### config.mk
export PLATFORM = sky130hd
export DESIGN_NAME = decode_stage_v2
export DESIGN_NICKNAME = d
export VERILOG_FILES = /design/src/rtl/decode_pkg.sv /design/src/rtl/reg_file_bp.sv /design/src/rtl/decode_stage_v2.sv
export SDC_FILE = /design/constraint.sdc
export NUM_CORES = 2
export LEC_CHECK = 0
export BUFFER_PORTS_ARGS = -buffer_cell sky130_fd_sc_hd__buf_2
export CORE_MARGIN = 5
export CORE_UTILIZATION = 35
export DETAILED_ROUTE_END_ITERATION = 12
export GPL_TIMING_DRIVEN = 0
export PLACE_DENSITY = 0.62
export SLEW_MARGIN = 15
export SYNTH_ARGS = -nofsm -noshare
export SYNTH_HDL_FRONTEND = slang
export SYNTH_SLANG_ARGS = --single-unit
### constraint.sdc
create_clock -name clkD -period 97.8 [get_ports clkD]
set_input_delay 19.56 -clock clkD [delete_from_list [all_inputs] [get_ports clkD]]
set_output_delay 19.56 -clock clkD [all_outputs]
set_load 0.02 [all_outputs]
### src/rtl/decode_pkg.sv
// ----------------------------------------------------------------------------
// decode_pkg
// Shared definitions for the MIPS decode stage:
//   - opcodes of the branches resolved in Decode
//   - forward-select encoding for the two branch-operand muxes
//   - idex_t: the register-index / valid part of the ID/EX payload. The data
//     words of that payload live in the top level, because their width is
//     the module parameter DATA_W and a package cannot see it.
// ----------------------------------------------------------------------------
package decode_pkg;

    localparam logic [5:0] OP_BEQ  = 6'b000100;
    localparam logic [5:0] OP_BNE  = 6'b000101;
    localparam logic [5:0] OP_BLEZ = 6'b000110;
    localparam logic [5:0] OP_BGTZ = 6'b000111;

    // 2'b11 is not a member on purpose: it selects the register file,
    // same as FWD_RF, and is handled by the default arm of the muxes.
    typedef enum logic [1:0] {
        FWD_RF = 2'b00,
        FWD_M  = 2'b01,
        FWD_W  = 2'b10
    } fwd_sel_e;

    typedef struct packed {
        logic [4:0] rs;
        logic [4:0] rt;
        logic [4:0] rd;
        logic       valid;
    } idex_t;

endpackage

### src/rtl/reg_file_bp.sv
// ----------------------------------------------------------------------------
// reg_file_bp
// 32 x DATA_W register file with two combinational read ports, one write
// port and optional write-through bypass. r0 always reads zero and ignores
// writes. Reset clears every register.
//
// Ports:
//   clk, rst          rising-edge clock, asynchronous active-high reset
//   we, wa, wd        write enable / address / data (written on rising edge)
//   ra1, ra2          read addresses
//   rd1, rd2          read data (returns wd when bypass applies)
// ----------------------------------------------------------------------------
module reg_file_bp #(
    parameter int DATA_W    = 32,
    parameter bit BYPASS_EN = 1'b1
) (
    input  logic              clk,
    input  logic              rst,
    input  logic              we,
    input  logic [4:0]        wa,
    input  logic [DATA_W-1:0] wd,
    input  logic [4:0]        ra1,
    input  logic [4:0]        ra2,
    output logic [DATA_W-1:0] rd1,
    output logic [DATA_W-1:0] rd2
);

    logic [DATA_W-1:0] regs [32];

    // NOTE: sequential state uses non-blocking (<=) so every register samples
    // the values from before the edge, independent of statement order.
    // NOTE: this memory is reset on purpose: the decode stage must read zeros
    // from every register after reset, so it cannot map to a RAM macro.
    always_ff @(posedge clk or posedge rst) begin
        if (rst) begin
            for (int i = 0; i < 32; i++) begin
                regs[i] <= '0;
            end
        end else if (we && (wa != 5'd0)) begin
            regs[wa] <= wd;
        end
    end

    always_comb begin
        // NOTE: outputs get a default before any condition so every path
        // assigns them and no latch is inferred.
        rd1 = regs[ra1];
        rd2 = regs[ra2];
        if (BYPASS_EN && we && (wa != 5'd0)) begin
            if (wa == ra1) rd1 = wd;
            if (wa == ra2) rd2 = wd;
        end
        if (ra1 == 5'd0) rd1 = '0;
        if (ra2 == 5'd0) rd2 = '0;
    end

endmodule

### src/rtl/decode_stage_v2.sv
// ----------------------------------------------------------------------------
// decode_stage_v2
// Decode stage of the pipelined MIPS core: IF/ID register, register file with
// bypass, branch resolution with forwarding, branch/jump target generation,
// and the ID/EX register. DATA_W must be at least 32.
//
// Ports:
//   clkD, rstD                  clock, asynchronous active-high reset
//   instrF, PCPlus4F            fetch-stage instruction and PC+4
//   StallD/ClearD               hold / bubble the IF/ID register
//   StallE/FlushE               hold / bubble the ID/EX register
//   ForwardAD/ForwardBD         branch operand select (see fwd_sel_e)
//   AluOutM, ResultW            forwarding sources
//   WriteRegW, RegWriteW        register-file write port (data = ResultW)
//   OPCode, Funct, RsD, RtD     decoded fields of the IF/ID instruction
//   BranchTakenD                resolved branch, qualified by ValidD
//   PCBranchD, PCJumpD          branch and jump targets
//   RD1E..RdE, ValidE           ID/EX register outputs
// ----------------------------------------------------------------------------
module decode_stage_v2
    import decode_pkg::*;
#(
    parameter int DATA_W     = 32,
    parameter bit BYPASS_EN  = 1'b1,
    parameter bit BRANCH_EXT = 1'b1
) (
    input  logic              clkD,
    input  logic              rstD,
    input  logic [31:0]       instrF,
    input  logic [DATA_W-1:0] PCPlus4F,
    input  logic              StallD,
    input  logic              ClearD,
    input  logic              StallE,
    input  logic              FlushE,
    input  logic [1:0]        ForwardAD,
    input  logic [1:0]        ForwardBD,
    input  logic [DATA_W-1:0] AluOutM,
    input  logic [DATA_W-1:0] ResultW,
    input  logic [4:0]        WriteRegW,
    input  logic              RegWriteW,
    output logic [5:0]        OPCode,
    output logic [5:0]        Funct,
    output logic [4:0]        RsD,
    output logic [4:0]        RtD,
    output logic              BranchTakenD,
    output logic [DATA_W-1:0] PCBranchD,
    output logic [DATA_W-1:0] PCJumpD,
    output logic [DATA_W-1:0] RD1E,
    output logic [DATA_W-1:0] RD2E,
    output logic [DATA_W-1:0] SignImmE,
    output logic [4:0]        RsE,
    output logic [4:0]        RtE,
    output logic [4:0]        RdE,
    output logic              ValidE
);

    // IF/ID state
    logic [31:0]       instr_d;
    logic [DATA_W-1:0] pc_plus4_d;
    logic              valid_d;

    // decode datapath
    logic [4:0]        rd_d;
    logic [DATA_W-1:0] rf_rd1;
    logic [DATA_W-1:0] rf_rd2;
    logic [DATA_W-1:0] fwd_a;
    logic [DATA_W-1:0] fwd_b;
    logic [DATA_W-1:0] sign_imm_d;
    logic              branch_cond;

    // ID/EX state
    logic [DATA_W-1:0] rd1_e;
    logic [DATA_W-1:0] rd2_e;
    logic [DATA_W-1:0] sign_imm_e;
    idex_t             tag_e;

    // ------------------------------------------------------------------ IF/ID
    always_ff @(posedge clkD or posedge rstD) begin
        if (rstD) begin
            instr_d    <= '0;
            pc_plus4_d <= '0;
            valid_d    <= 1'b0;
        end else if (ClearD) begin
            instr_d    <= '0;
            pc_plus4_d <= '0;
            valid_d    <= 1'b0;
        end else if (!StallD) begin
            instr_d    <= instrF;
            pc_plus4_d <= PCPlus4F;
            valid_d    <= 1'b1;
        end
    end

    assign OPCode = instr_d[31:26];
    assign RsD    = instr_d[25:21];
    assign RtD    = instr_d[20:16];
    assign rd_d   = instr_d[15:11];
    assign Funct  = instr_d[5:0];

    // ---------------------------------------------------------- register file
    reg_file_bp #(
        .DATA_W    (DATA_W),
        .BYPASS_EN (BYPASS_EN)
    ) u_reg_file (
        .clk (clkD),
        .rst (rstD),
        .we  (RegWriteW),
        .wa  (WriteRegW),
        .wd  (ResultW),
        .ra1 (RsD),
        .ra2 (RtD),
        .rd1 (rf_rd1),
        .rd2 (rf_rd2)
    );

    // ------------------------------------------------------- forwarding muxes
    always_comb begin
        fwd_a = rf_rd1;
        case (ForwardAD)
            FWD_M:   fwd_a = AluOutM;
            FWD_W:   fwd_a = ResultW;
            default: fwd_a = rf_rd1;
        endcase
    end

    always_comb begin
        fwd_b = rf_rd2;
        case (ForwardBD)
            FWD_M:   fwd_b = AluOutM;
            FWD_W:   fwd_b = ResultW;
            default: fwd_b = rf_rd2;
        endcase
    end

    // -------------------------------------------------------- branch compare
    // BLEZ/BGTZ test the sign bit and zero-ness of A directly rather than a
    // signed magnitude compare against a literal.
    always_comb begin
        branch_cond = 1'b0;
        case (OPCode)
            OP_BEQ:  branch_cond = (fwd_a == fwd_b);
            OP_BNE:  branch_cond = BRANCH_EXT && (fwd_a != fwd_b);
            OP_BLEZ: branch_cond = BRANCH_EXT && (fwd_a[DATA_W-1] || (fwd_a == '0));
            OP_BGTZ: branch_cond = BRANCH_EXT && !fwd_a[DATA_W-1] && (fwd_a != '0);
            default: branch_cond = 1'b0;
        endcase
    end

    // A cleared IF/ID entry decodes as sll r0 and must never redirect fetch.
    assign BranchTakenD = branch_cond && valid_d;

    // ------------------------------------------------------ immediate/targets
    assign sign_imm_d = {{(DATA_W-16){instr_d[15]}}, instr_d[15:0]};
    assign PCBranchD  = pc_plus4_d + (sign_imm_d << 2);
    assign PCJumpD    = {pc_plus4_d[DATA_W-1:28], instr_d[25:0], 2'b00};

    // ------------------------------------------------------------------ ID/EX
    // RD1E/RD2E take the forwarded operands, so Execute sees the same values
    // the branch compare used.
    always_ff @(posedge clkD or posedge rstD) begin
        if (rstD) begin
            rd1_e      <= '0;
            rd2_e      <= '0;
            sign_imm_e <= '0;
            tag_e      <= '0;
        end else if (FlushE) begin
            rd1_e      <= '0;
            rd2_e      <= '0;
            sign_imm_e <= '0;
            tag_e      <= '0;
        end else if (!StallE) begin
            rd1_e      <= fwd_a;
            rd2_e      <= fwd_b;
            sign_imm_e <= sign_imm_d;
            tag_e      <= '{rs: RsD, rt: RtD, rd: rd_d, valid: valid_d};
        end
    end

    assign RD1E     = rd1_e;
    assign RD2E     = rd2_e;
    assign SignImmE = sign_imm_e;
    assign RsE      = tag_e.rs;
    assign RtE      = tag_e.rt;
    assign RdE      = tag_e.rd;
    assign ValidE   = tag_e.valid;

endmodule

* Word level (Yosys, flattened, before mapping)
Index checks and enable logic that the tools add are counted.
Widths: inputs -> output; s select.
** Word-level totals
- Bits in registers :: 1201
- Latch bits :: 0
- Bits in writable memories :: 0
- Memory bits (read-only) :: 0
- Input bits :: 144
- Output and inout port bits :: 199
- Word-level logic and storage cells :: 107
- Memories :: 0
** Cells by class
- Add/subtract/negate cells :: 1
- Multipliers :: 0
- Div/mod/pow operators :: 0
- $lt $le $gt $ge :: 4
- Eq/ne operators :: 14
- Shift operators :: 0
- Mux-type cells :: 32
- Bitwise operators :: 3
- Reduce and logical (&&, ||, !) cells :: 11
** Operator list (number)
- $bwmux 1024 :: 1
- $mux 32 :: 21
- $bmux 32 s5 :: 2
- $demux 32 s5 :: 1
- $pmux 32 s2 :: 2
- $add 32x32->32 :: 1
- $eq 32x32->1 :: 1
- $logic_not 32->1 :: 1
- $mux 16 :: 2
- $ne 32x32->1 :: 1
- $reduce_bool 32->1 :: 1
- $eq 6x3->1 const B :: 4
- $ge 6x6->1 const B :: 3
- $not 5->6 :: 3
- $eq 5x5->1 :: 2
- $logic_not 5->1 :: 2
- $lt 6x1->1 const B :: 1
- $reduce_bool 5->1 :: 1
- $eq 2x1->1 const B :: 2
- $eq 2x2->1 const B :: 2
- $logic_and 1x1->1 :: 4
- $ne 2x1->1 const B :: 2
- $pmux 1 s4 :: 1
- $mux 1 :: 2
- 2 further kinds :: 2

* Logic depth before layout (Yosys ltp)
- Depth in word-level cells :: 12
- Gate-level depth with buffers :: 17
- Gate-level depth less buffers :: 14

* By module
From an unflattened synthesis, not the netlist that was laid out.
** Unflattened totals
- Cell total of the unflattened synthesis :: 4922
- Area total of the unflattened synthesis :: 65093.7 um^2
** By module, submodules not included
- reg_file_bp :: instances 1, cells an instance 3836, area each 55187.9 um^2, sequential area each 25624.6 um^2
- decode_stage_v2 :: instances 1, cells an instance 1086, area each 9905.8 um^2, sequential area each 3903.7 um^2

* Worst setup path after synthesis
Ideal clock, no wire load.
- Path kind :: input to output
- From :: input WriteRegW[2]
- To :: output BranchTakenD
- Data arrival time :: 22794 ps
- Required time :: 78240 ps
- Slack :: 55446 ps
- Stages on the path :: 13
- Path buffers :: 2
- Cells stage by stage :: buf_2 > or3_1 > o2111ai_1 > nor2_1 > buf_2 > o2bb2ai_1 > o31ai_1 > xnor2_1 > nand3_1 > or4_1 > nor3_2 > nor3_1 > nor4b_2
** Between the ends
- Longest elaborated chain between the ends :: 9
- Elaborated cells on any way between the ends :: 21
- Classes of those cells :: 4 x eq/ne; 9 x mux; 8 x reduce/logical
** RTL lines
- start: declaration :: RTL line decode_stage_v2.sv:39 : input logic [4:0] WriteRegW,
- $eq 5x5->1 or $reduce_bool 5->1 (tied branches) :: RTL line reg_file_bp.sv:50, reg_file_bp.sv:49
- $mux 32 or $logic_and 1x1->1 (tied branches) :: RTL line reg_file_bp.sv:50, reg_file_bp.sv:49
- $mux 32 :: RTL line reg_file_bp.sv:49 : if (BYPASS_EN && we && (wa != 5'd0)) begin
- $mux 32 :: RTL line reg_file_bp.sv:53 : if (ra1 == 5'd0) rd1 = '0;
- $pmux 32 s2 :: RTL line decode_stage_v2.sv:119 : case (ForwardAD)
- $reduce_bool 32->1, or another cell as far along :: RTL line decode_stage_v2.sv:144 : OP_BGTZ: branch_cond = BRANCH_EXT && !fwd_a[DATA_W-1] && (fwd_a != '0);
- $logic_and 1x1->1 or $logic_or 1x1->1 (tied branches) :: RTL line decode_stage_v2.sv:144, decode_stage_v2.sv:143
- $pmux 1 s4 * :: RTL line decode_stage_v2.sv:140 : case (OPCode)
- $logic_and 1x1->1 * :: RTL line decode_stage_v2.sv:150 : assign BranchTakenD = branch_cond && valid_d;
- end: declaration :: RTL line decode_stage_v2.sv:45 : output logic BranchTakenD,
Mark *: on every way between the ends. The rest lies on a longest branch, timed or not.

* Worst setup path in the final report
- From :: input WriteRegW[1]
- To :: output BranchTakenD
Same word-level chain as after synthesis.

==> impl_results.md <==
* I/O Pins at 343
* Die W at 440.2 microns
* Share of layout cells above drive strength 1 at 35.50%
* CTS tree: built
* Sequential area share after synthesis at 45.59%
* WL/cell at 47.54 microns
* WS Path Type: primary input to primary output
* Syn Inst Count at 5300
* Largest net degree at the start of global routing at 108
* CORE AREA at 0.1837 sq mm
* CTS H-tree lvls at 4
* Hold Crit Start: u_reg_file.regs[996]
* Most common cell in the netlist: dfrtp_1
* Max-slew violation count at 7
* Bufs and invs on worst path at 3
* Die Y at 440.2 microns
* Post-CTS resize count at 0
* Post-CTS setup buffers at 0
* Outcome: finished with violations
* Initial Util at 35.26%
* Unique masters post-synth at 83
* Synth area leader: dfrtp_1
* Min Tclk post-route at 45.07 ns
* Worst R2R End: RD1E[9]
* Largest cells by area after synthesis: dfrtp_1, mux2_2, mux4_2
* Syn-to-layout area delta at 16.60%
* Hold_ws at 0.4782 ns
* Power per Cell Area at 20.66 mW/mm^2
* VDD IR max at 0.01872 mV
* TritonCTS Buffers at 141
* Failing checks: max-capacitance violations, max-slew violations
* Post-Syn Area at 0.06477 sq mm
* Tcrit/Tclk final at 46.08%
* Final net count at 5996
* Crit path launch type: primary input
* Initial antenna violation count at 78
* Synth cell count leaders: dfrtp_1, mux2_2, mux2i_1
* Die area at 0.1938 sq mm
* DR vias at 58490
* Least-Margin Pin Slew at 1.516 ns
* Gr usage total at 40.44%
* Crit path max fanout at 10
* Root Buffer: clkbuf_16
* Worst R2R Setup Slack at 90.66 ns
* Synth Warn # at 0
* Post-synth top area share at 45.59%
* Number of flops mapped to enable cells by yosys at 0
* RR Startpoint: instr_d[23]
* Clk sinks at 1180
* Setup Viol. Count Final at 0
* Worst reg-to-reg path cell count at 12
* Drt total wl at 402100 microns
* Max_slew headroom at -1.432%
* Max frequency at 22.19 MHz
* Final ANT Viol Nets at 0
* Cell-internal power at 1.039 mW
* Post-synth top flop: dfrtp_1
* Via/cell ratio at 6.915
* 1st-iter DRT viols at 10360
* Flop pwr share at 41.1%
* Rows at 157
* GPL Wtd Cong at 1.102
* Delay-heaviest family, CP: simple AND/OR/NAND/NOR gates
* CP Capture Type: primary output
* Number of global-route vias before repair at 54520
* Net Sw Power at 0.5216 mW
* Slowest stage delay, CP at 1.12 ns
* Remaining DRCs at 0
* LEAKAGE at 32.86 nW
* Post-layout util at 41.12%
* Post-CTS Hold Buffers at 0
* Global-route wire length before repair at 518800 microns
* Hpwl dp at 284600 microns
* Sw Share at 33.43%
* Critical-path cell list: clkbuf_1 > or2_2 > o2111ai_1 > o21ai_2 > buf_2 > nor3_1 > nor2_1 > xor2_1 > o2111ai_1 > or4_1 > nor3_2 > nor3_1 > nor4b_2 > buf_2
* Setup_tns at 0 ns
* Clock Tree Buf Depth at 3
* Max Clock Skew at 0.04020 ns
* GR Overflow Total at 0
* Flops & latches, synth at 1180
* Max-cap violations at 1
* DRT Pass-1 Iters at 7
* Combinational share of power at 23.6%
* RSZ-0062 raised after global routing: no
* Avg Cell Area, Syn at 12.22 sq um
* Asr flop ratio synth at 100.0%
* Worst Path Required at 78.24 ns
* Hold Crit Depth at 1
* Crit path DAT at 25.51 ns
* Clock group share of total power at 35.3%
* Clock Latency Late Sink at 0.85 ns
* Port Buf Inserts at 322
* Hold Crit Class: flip-flop to flip-flop
* Final hold vios at 0
* Hold endpoint: u_reg_file.regs[996]
* Clk pin slew, worst setup/hold paths at 0.05 ns
* Critical path's slowest cell: nor3_1
-- layout make-up --
type,instances,area (sq um)
flip-flops and latches,1180,29530
clock inverters,60,655.6
well taps,2464,3083
plain buffers,575,2988
fillers,17490,108100
inverters,44,172.7
clock buffers,195,4034
diodes,65,162.7
repair buffers,374,2499
multi-input cells,3502,32400
-- sequential cells by signal, indices dropped and copies added (netlist names) --
name	cells
RD2E	32
ValidE	1
SignImmE	16
pc_plus4_d	32
instr_d	32
u_reg_file.regs	1024
RD1E	32
valid_d	1
RsE	5
RtE	5
-- power groups by stage --
stage	Clock, mW	Combinational, mW	Sequential (mW)
global route	0.567	0.376	0.647
finish	0.551	0.369	0.641
detailed placement	0	0.350	0.644
floorplan	0	0.219	0.626
CTS	0.547	0.351	0.636
global placement	0	0.340	0.641
-- per-stage QoR --
stage / setup slack, ns / area, sq um / cells / total power [mW]
2_1_floorplan: 45.00 / 64770 / 5301 / 0.8442
5_1_grt: 52.92 / 75370 / 8399 / 1.591
4_1_cts: 53.11 / 75300 / 8390 / 1.533
6_report: 52.73 / 75520 / 8459 / 1.560
3_5_place_dp: 53.12 / 70610 / 8135 / 0.9937
3_3_place_gp: 30.70 / 69470 / 8087 / 0.9817
-- worst register-to-register path, stage by stage (launching register included) --
cell and delay (ns):
dfrtp_1 0.69, buf_2 0.47, buf_2 0.75, buf_2 0.78
buf_2 0.82, buf_2 0.62, buf_4 0.60, a211oi_1 0.17
a31oi_1 1.08, a22oi_1 0.66, nor2_1 0.26, a21oi_1 0.06
nor2_1 0.10
-- metal layers --
layer / vias to the layer above / global-route usage [%] / part of all wire (%)
met5: - / 0.9325 / 0.13
met4: 26 / 34.14 / 10
met3: 1838 / 21.39 / 15
met2: 5702 / 54.81 / 40
met1: 29990 / 46.47 / 34
li1: 20930 / - / -
-- cell usage in the layout (no fill, tap or decap), types with 27 or more instances in the layout --
cell       count
a21oi_1      119
a221oi_1     156
a22oi_1       67
buf_2        406
buf_4         94
buf_6         33
clkbuf_1     264
clkbuf_16    143
clkbuf_2     129
clkbuf_8      27
clkinv_2      29
dfrtp_1     1180
diode_2       65
ha_1          33
inv_1         39
mux2_2       751
mux2i_1      405
mux4_2       372
nand2_1      381
nand3_1       51
nor2_1       296
nor2b_1       28
o21ai_0      343
o22ai_1       39
xnor2_1       37
-- kinds of logic (layout without fill, tap and decap cells) --
family                     after synthesis  count (layout)  share of synthesized area, %
DFF                                   1180            1180                         45.59
adders and majority gates               34              34                        0.6684
buffers and inverters                  619            1248                         4.598
muxes                                 1537            1537                         32.59
other                                    1              67                      0.005790
and+or+nand+nor                        939             939                         6.352
xor gates and xnor gates                59              59                        0.7978
AOI/OAI and AO/OA                      931             931                         9.400
-- worst max-delay path by stage --
stage	start	end	slack (ns)	depth (start not counted)
floorplan	rstD	RD1E[0]	45.00	1
global placement	rstD	u_reg_file.regs[2]	30.70	2
detailed placement	WriteRegW[1]	BranchTakenD	53.12	13
CTS	WriteRegW[1]	BranchTakenD	53.11	15
global route	WriteRegW[1]	BranchTakenD	52.92	15
finish	WriteRegW[1]	BranchTakenD	52.73	14
No activity file was read; power rests on OpenSTA's default activity.
